[src/rtl/icache_line_responder.sv]
// Direct-mapped, read-only instruction cache with a flip-flop line array; refills one 256-bit line at a time.
// Hit: ufp_resp 2 cycles after acceptance. Miss: adds the refill time plus one re-lookup cycle. Holds dfp_read until dfp_resp.
// Optional hit/miss counters are built only when ICACHE_PERF_CNT_EN is defined.
module icache_line_responder #(
    parameter int SETS = 16,
    localparam int IDX_W = $clog2(SETS)
) (
    input  logic         clk,
    input  logic         rst,
    input  logic [31:0]  ufp_addr,
    input  logic         ufp_read,
    output logic [31:0]  ufp_rdata,
    output logic [255:0] ufp_rdata_line,
    output logic         ufp_resp,
    output logic [31:0]  dfp_addr,
    output logic         dfp_read,
    input  logic [255:0] dfp_rdata,
    input  logic         dfp_resp
`ifdef ICACHE_PERF_CNT_EN
    ,
    output logic [31:0]  hit_cnt,
    output logic [31:0]  miss_cnt
`endif
);

    localparam int TAG_W = 27 - IDX_W;

    typedef enum logic [1:0] {IDLE, LOOKUP, FILL} state_t;

    state_t         state_q, state_d;
    logic [31:0]    req_addr_q, req_addr_d;
    logic           ufp_resp_q, ufp_resp_d;
    logic [31:0]    ufp_rdata_q, ufp_rdata_d;
    logic [255:0]   ufp_rdata_line_q, ufp_rdata_line_d;
    logic           dfp_read_q, dfp_read_d;
    logic [31:0]    dfp_addr_q, dfp_addr_d;
    logic [SETS-1:0] valid_q, valid_d;

    logic [TAG_W-1:0] tag_q  [SETS];
    logic [255:0]     data_q [SETS];

    logic [IDX_W-1:0] req_idx;
    logic [TAG_W-1:0] req_tag;
    logic [31:0]      line_addr;
    logic [7:0]       word_lsb;
    logic [255:0]     hit_line;
    logic             hit;
    logic             fill_we;
    logic             unused_req_bits;

    assign req_idx   = req_addr_q[5 +: IDX_W];
    assign req_tag   = req_addr_q[31 -: TAG_W];
    assign line_addr = {req_addr_q[31:5], 5'b0};
    assign word_lsb  = {req_addr_q[4:2], 5'b0};
    assign hit_line  = data_q[req_idx];
    assign hit       = valid_q[req_idx] && (tag_q[req_idx] == req_tag);
    // Byte offset within the word is irrelevant to a word-granular fetch.
    assign unused_req_bits = ^req_addr_q[1:0];

    always_comb begin
        state_d          = state_q;
        req_addr_d       = req_addr_q;
        valid_d          = valid_q;
        ufp_resp_d       = 1'b0;
        ufp_rdata_d      = 32'b0;
        ufp_rdata_line_d = 256'b0;
        dfp_read_d       = 1'b0;
        dfp_addr_d       = 32'b0;
        fill_we          = 1'b0;
        case (state_q)
            IDLE: begin
                // The response cycle is spent back in IDLE; the held request is taken next cycle.
                if (ufp_read && !ufp_resp_q) begin
                    req_addr_d = ufp_addr;
                    state_d    = LOOKUP;
                end
            end
            LOOKUP: begin
                if (!ufp_read) begin
                    state_d = IDLE;
                end else if (hit) begin
                    ufp_resp_d       = 1'b1;
                    ufp_rdata_d      = hit_line[word_lsb +: 32];
                    ufp_rdata_line_d = hit_line;
                    state_d          = IDLE;
                end else begin
                    dfp_read_d = 1'b1;
                    dfp_addr_d = line_addr;
                    state_d    = FILL;
                end
            end
            FILL: begin
                if (dfp_resp) begin
                    fill_we          = !rst;
                    valid_d[req_idx] = 1'b1;
                    state_d          = LOOKUP;
                end else begin
                    dfp_read_d = 1'b1;
                    dfp_addr_d = line_addr;
                end
            end
            default: state_d = IDLE;
        endcase
    end

    always_ff @(posedge clk) begin
        if (rst) begin
            state_q          <= IDLE;
            req_addr_q       <= 32'b0;
            valid_q          <= '0;
            ufp_resp_q       <= 1'b0;
            ufp_rdata_q      <= 32'b0;
            ufp_rdata_line_q <= 256'b0;
            dfp_read_q       <= 1'b0;
            dfp_addr_q       <= 32'b0;
        end else begin
            state_q          <= state_d;
            req_addr_q       <= req_addr_d;
            valid_q          <= valid_d;
            ufp_resp_q       <= ufp_resp_d;
            ufp_rdata_q      <= ufp_rdata_d;
            ufp_rdata_line_q <= ufp_rdata_line_d;
            dfp_read_q       <= dfp_read_d;
            dfp_addr_q       <= dfp_addr_d;
        end
    end

    // Tag and data storage carry no reset; valid_q alone qualifies them.
    always_ff @(posedge clk) begin
        if (fill_we) begin
            tag_q[req_idx]  <= req_tag;
            data_q[req_idx] <= dfp_rdata;
        end
    end

    assign ufp_resp       = ufp_resp_q;
    assign ufp_rdata      = ufp_rdata_q;
    assign ufp_rdata_line = ufp_rdata_line_q;
    assign dfp_read       = dfp_read_q;
    assign dfp_addr       = dfp_addr_q;

`ifdef ICACHE_PERF_CNT_EN
    logic [31:0] hit_cnt_q, hit_cnt_d;
    logic [31:0] miss_cnt_q, miss_cnt_d;
    logic        prev_fill_q, prev_fill_d;

    // The lookup that follows a refill is neither a hit nor a miss.
    always_comb begin
        hit_cnt_d   = hit_cnt_q;
        miss_cnt_d  = miss_cnt_q;
        prev_fill_d = (state_q == FILL);
        if (state_q == LOOKUP && ufp_read) begin
            if (!hit) begin
                miss_cnt_d = miss_cnt_q + 32'd1;
            end else if (!prev_fill_q) begin
                hit_cnt_d = hit_cnt_q + 32'd1;
            end
        end
    end

    always_ff @(posedge clk) begin
        if (rst) begin
            hit_cnt_q   <= 32'b0;
            miss_cnt_q  <= 32'b0;
            prev_fill_q <= 1'b0;
        end else begin
            hit_cnt_q   <= hit_cnt_d;
            miss_cnt_q  <= miss_cnt_d;
            prev_fill_q <= prev_fill_d;
        end
    end

    assign hit_cnt  = hit_cnt_q;
    assign miss_cnt = miss_cnt_q;
`endif

endmodule

[config.mk]
export PLATFORM = sky130hd
export DESIGN_NAME = icache_line_responder
export DESIGN_NICKNAME = d
export VERILOG_FILES = /design/src/rtl/icache_line_responder.sv
export SDC_FILE = /design/constraint.sdc
export NUM_CORES = 2
export LEC_CHECK = 0
export CAP_MARGIN = 20
export CORE_MARGIN = 1
export CORE_UTILIZATION = 55
export CTS_CLUSTER_DIAMETER = 30
export DETAILED_ROUTE_END_ITERATION = 8
export GPL_TIMING_DRIVEN = 0
export PLACE_DENSITY = 0.73
export SLEW_MARGIN = 20
export SYNTH_ARGS = -nofsm -noshare
export SYNTH_HDL_FRONTEND = slang
export SYNTH_MEMORY_MAX_BITS = 65536
export SYNTH_SLANG_ARGS = --single-unit
[constraint.sdc]
create_clock -name clk -period 23.2 [get_ports clk]
set_clock_uncertainty 0.1 [all_clocks]
set_input_delay 4.64 -clock clk [delete_from_list [all_inputs] [get_ports clk]]
set_output_delay 4.64 -clock clk [all_outputs]
set_load 0.005 [all_outputs]
==> results.yml <==
outcome:
  status: "completed"
cts:
  clkTransAtPathRegs_ns: 0.04
  clock-root-buffer: "clkbuf_16"
  cts_tree: "done"
  cts_resized: 0
  clockBufferDepth: 4
  insertion_delay_ns: 1.12
  ctsHtreeMaxLevel: 6
  clock_sinks: 4833
  cts_hold_buf: 0
  cts_setup_buffers: 0
  cts_made_buffers: 779
grt:
  grt_max_degree: 23
  grt_use_total: 0.353
  met3_usage: 0.118
  antenna_found_initial: 206
  top_usage_layer: "met2"
  grt_pass1_wl_mm: 795
  grt_pass1_vias: 97500
  grt.overflow.total: 0
  met1_usage: 0.426
  met2_usage: 0.538
pwr:
  p_total_w: 0.0229
  peakVddDrop_mv: 0.0796
  seqPwrFrac: 0.417
  p_leak_nw: 73.0
  p_per_area_nw_per_um2: 100
  pwr-share-clk: 0.518
  power.share.combinational: 0.065
  p_switching_w: 0.00539
  netSwitchingFraction: 0.235
  internal_power_w: 0.0175
synthesis:
  synth_area_leaders: "edfxtp_1 74%, mux4_2 17%, dfxtp_1 4.1%"
  synth_ff_type: "edfxtp_1"
  ys_async_sr_fraction: 0
  yosys_warnings: 0
  ys_seq_elements: 4833
  yosysTopAreaCellShare: 0.737
  synth-xor-area-share: 0.00116
  syn_inst: 7487
  synth_compound_area_frac: 0.00531
  yosys.area.top_type: "edfxtp_1"
  synth-edff-count: 4464
  synth_adder_area_share: 0.000275
  yosysMostFrequentCell: "edfxtp_1"
  ys_top_cells_by_count: "4,464 x edfxtp_1, 1,402 x mux4_2, 369 x dfxtp_1"
  ys_seq_area_frac: 0.777
  avgSynthCellArea_um2: 24.3
  synth_top_family_by_area: "multiplexers"
  synth_simple_gate_area_frac: 0.0223
  ys_types: 56
  post_synth_instance_area_um2: 182000
  synth_mux_area_frac: 0.181
route:
  drt_first_iter_violations: 16400
  avgViaCountPerCell: 6.74
  drc: 0
  drt_pass1_iterations: 8
  vias: 97100
  drt-total-wl_mm: 593
  ant_nets: 0
  wl_per_cell_um: 41.2
worst_setup_path:
  critPathRequiredTime_ns: 23.86
  critPathKind: "input port to flop"
  crit_arrival_ns: 8.42
  cp-start-kind: "input port"
  cp_max_fo: 17
  cp-end-kind: "flop"
placement:
  hpwl_mm: 369
  gp_congestion: 0.877
  port_buffers: 605
sta:
  rsz0062_at_grt: "no"
  setup_viol: 0
  worst_pin_slew_ns: 1.32
  hold_slack_ns: 0.382
  fin_setup_tns_ns: 0
  worst_slew_margin_rel: 0.117
  min_period_over_period: 0.334
  period_needed_ns: 7.76
  max_freq_ghz: 0.129
  finalHoldViolations: 0
  slew_violations: 0
floorplanning:
  coreArea_um2: 328000
  start_util: 0.554
  num_rows: 210
  die_x_um: 577
  die_y_um: 577
  die_area_um2: 333000
  pin_count: 614
layout:
  area_delta_synth_final_pct: 25.6
  drive_gt1_frac: 0.353
  fin_nets: 9511
hold_path:
  hp-class: "flop to flop"
job:
  maxCapViolCount: 0
==> sequential cells by signal, summed over array words and instances (netlist names), named ones only <==
signal and flops:
dfp_read 1, ufp_rdata_line 256, tag_q 368, req_addr_q 30, dfp_addr 27, valid_q 16, state_q 2, ufp_rdata 32
data_q 4096, ufp_resp 1
==> critical path: stages <==
cell	delay, ns
clkdlybuf4s50_1	0.54
nand2_1	0.09
or2_2	0.29
or3_1	0.31
clkbuf_1	0.32
nor2_4	0.63
buf_16	0.23
buf_12	0.19
buf_16	0.20
buf_12	0.21
buf_12	0.22
buf_12	0.21
buf_12	0.22
==> through the flow <==
stage / cell area (µm²) / worst slack, ns / utilization / std cells
2_1_floorplan: 182000 / 5.01 / - / 7491
3_3_place_gp: 193000 / -11.99 / 0.590 / 12400
3_5_place_dp: 201000 / 14.51 / 0.613 / 12800
4_1_cts: 228000 / 15.57 / 0.695 / 14200
5_1_grt: 228000 / 15.43 / 0.696 / 14300
6_report: 229000 / 15.44 / 0.696 / 14400
==> path summary, 6_finish.rpt <==
check	depth (start not counted)	slack [ns]	end	startpoint
worst min register to register	2	0.38	valid_q[8]$_SDFFE_PP0P_	valid_q[8]$_SDFFE_PP0P_
worst max register to register	14	16.05	ufp_rdata[11]$_SDFF_PP0_	flop
worst min-delay path	2	0.38	valid_q[8]$_SDFFE_PP0P_	valid_q[8]$_SDFFE_PP0P_
worst max-delay path	13	15.44	data_q[8][14]$_DFFE_PP_	dfp_resp
==> area by class of cell <==
type | instances | area [µm²]
well taps | 4346 | 5440
clock buffers | 897 | 20300
diodes | 154 | 385
flip-flops and latches | 4833 | 141000
plain buffers | 403 | 2230
repair buffers | 943 | 13600
multi-input cells | 2232 | 38500
inverters | 23 | 86.3
clock inverters | 568 | 6630
fillers | 17900 | 99600
==> cells in the final DEF, fill, tap and decap left out, types with 47 or more instances in the layout <==
cell type	count
clkinvlp_4	78
nor2b_1	96
clkbuf_1	232
diode_2	154
nand2_1	103
buf_16	128
buf_12	208
clkinv_4	60
nor2b_4	170
edfxtp_1	4464
clkbuf_16	788
mux4_2	1402
dfxtp_1	369
nor2_1	55
bufinv_16	95
clkbuf_2	47
clkdlybuf4s50_1	605
buf_2	136
clkinv_2	113
mux2i_1	114
clkinv_1	85
inv_6	75
==> cell families after synthesis <==
kind of cell | count (synthesis)
muxes | 1540
other | 1
buffers and inverters | 426
and+or+nand+nor | 510
DFF | 4833
AOI/OAI and AO/OA | 149
adders and majority gates | 4
xor gates and xnor gates | 24
==> routing by layer <==
metal  vias to the layer above  routed length, µm
li1                      35800                  -
met1                     50100             182000
met2                      9135             278000
met3                      1946              84600
met4                       116              48300
met5                         -                806
==> power groups by stage <==
| stage | Combinational (W) | Sequential (W) | Clock [W] |
|---|---|---|---|
| after floorplan | 0.000723 | 0.00973 | 0 |
| after global placement | 0.00135 | 0.00974 | 0 |
| after detailed placement | 0.00139 | 0.00973 | 0 |
| after CTS | 0.00143 | 0.00956 | 0.0119 |
| after global routing | 0.00148 | 0.00956 | 0.0123 |
| final | 0.00148 | 0.00956 | 0.0119 |
No activity file was read; power rests on OpenSTA's default activity.
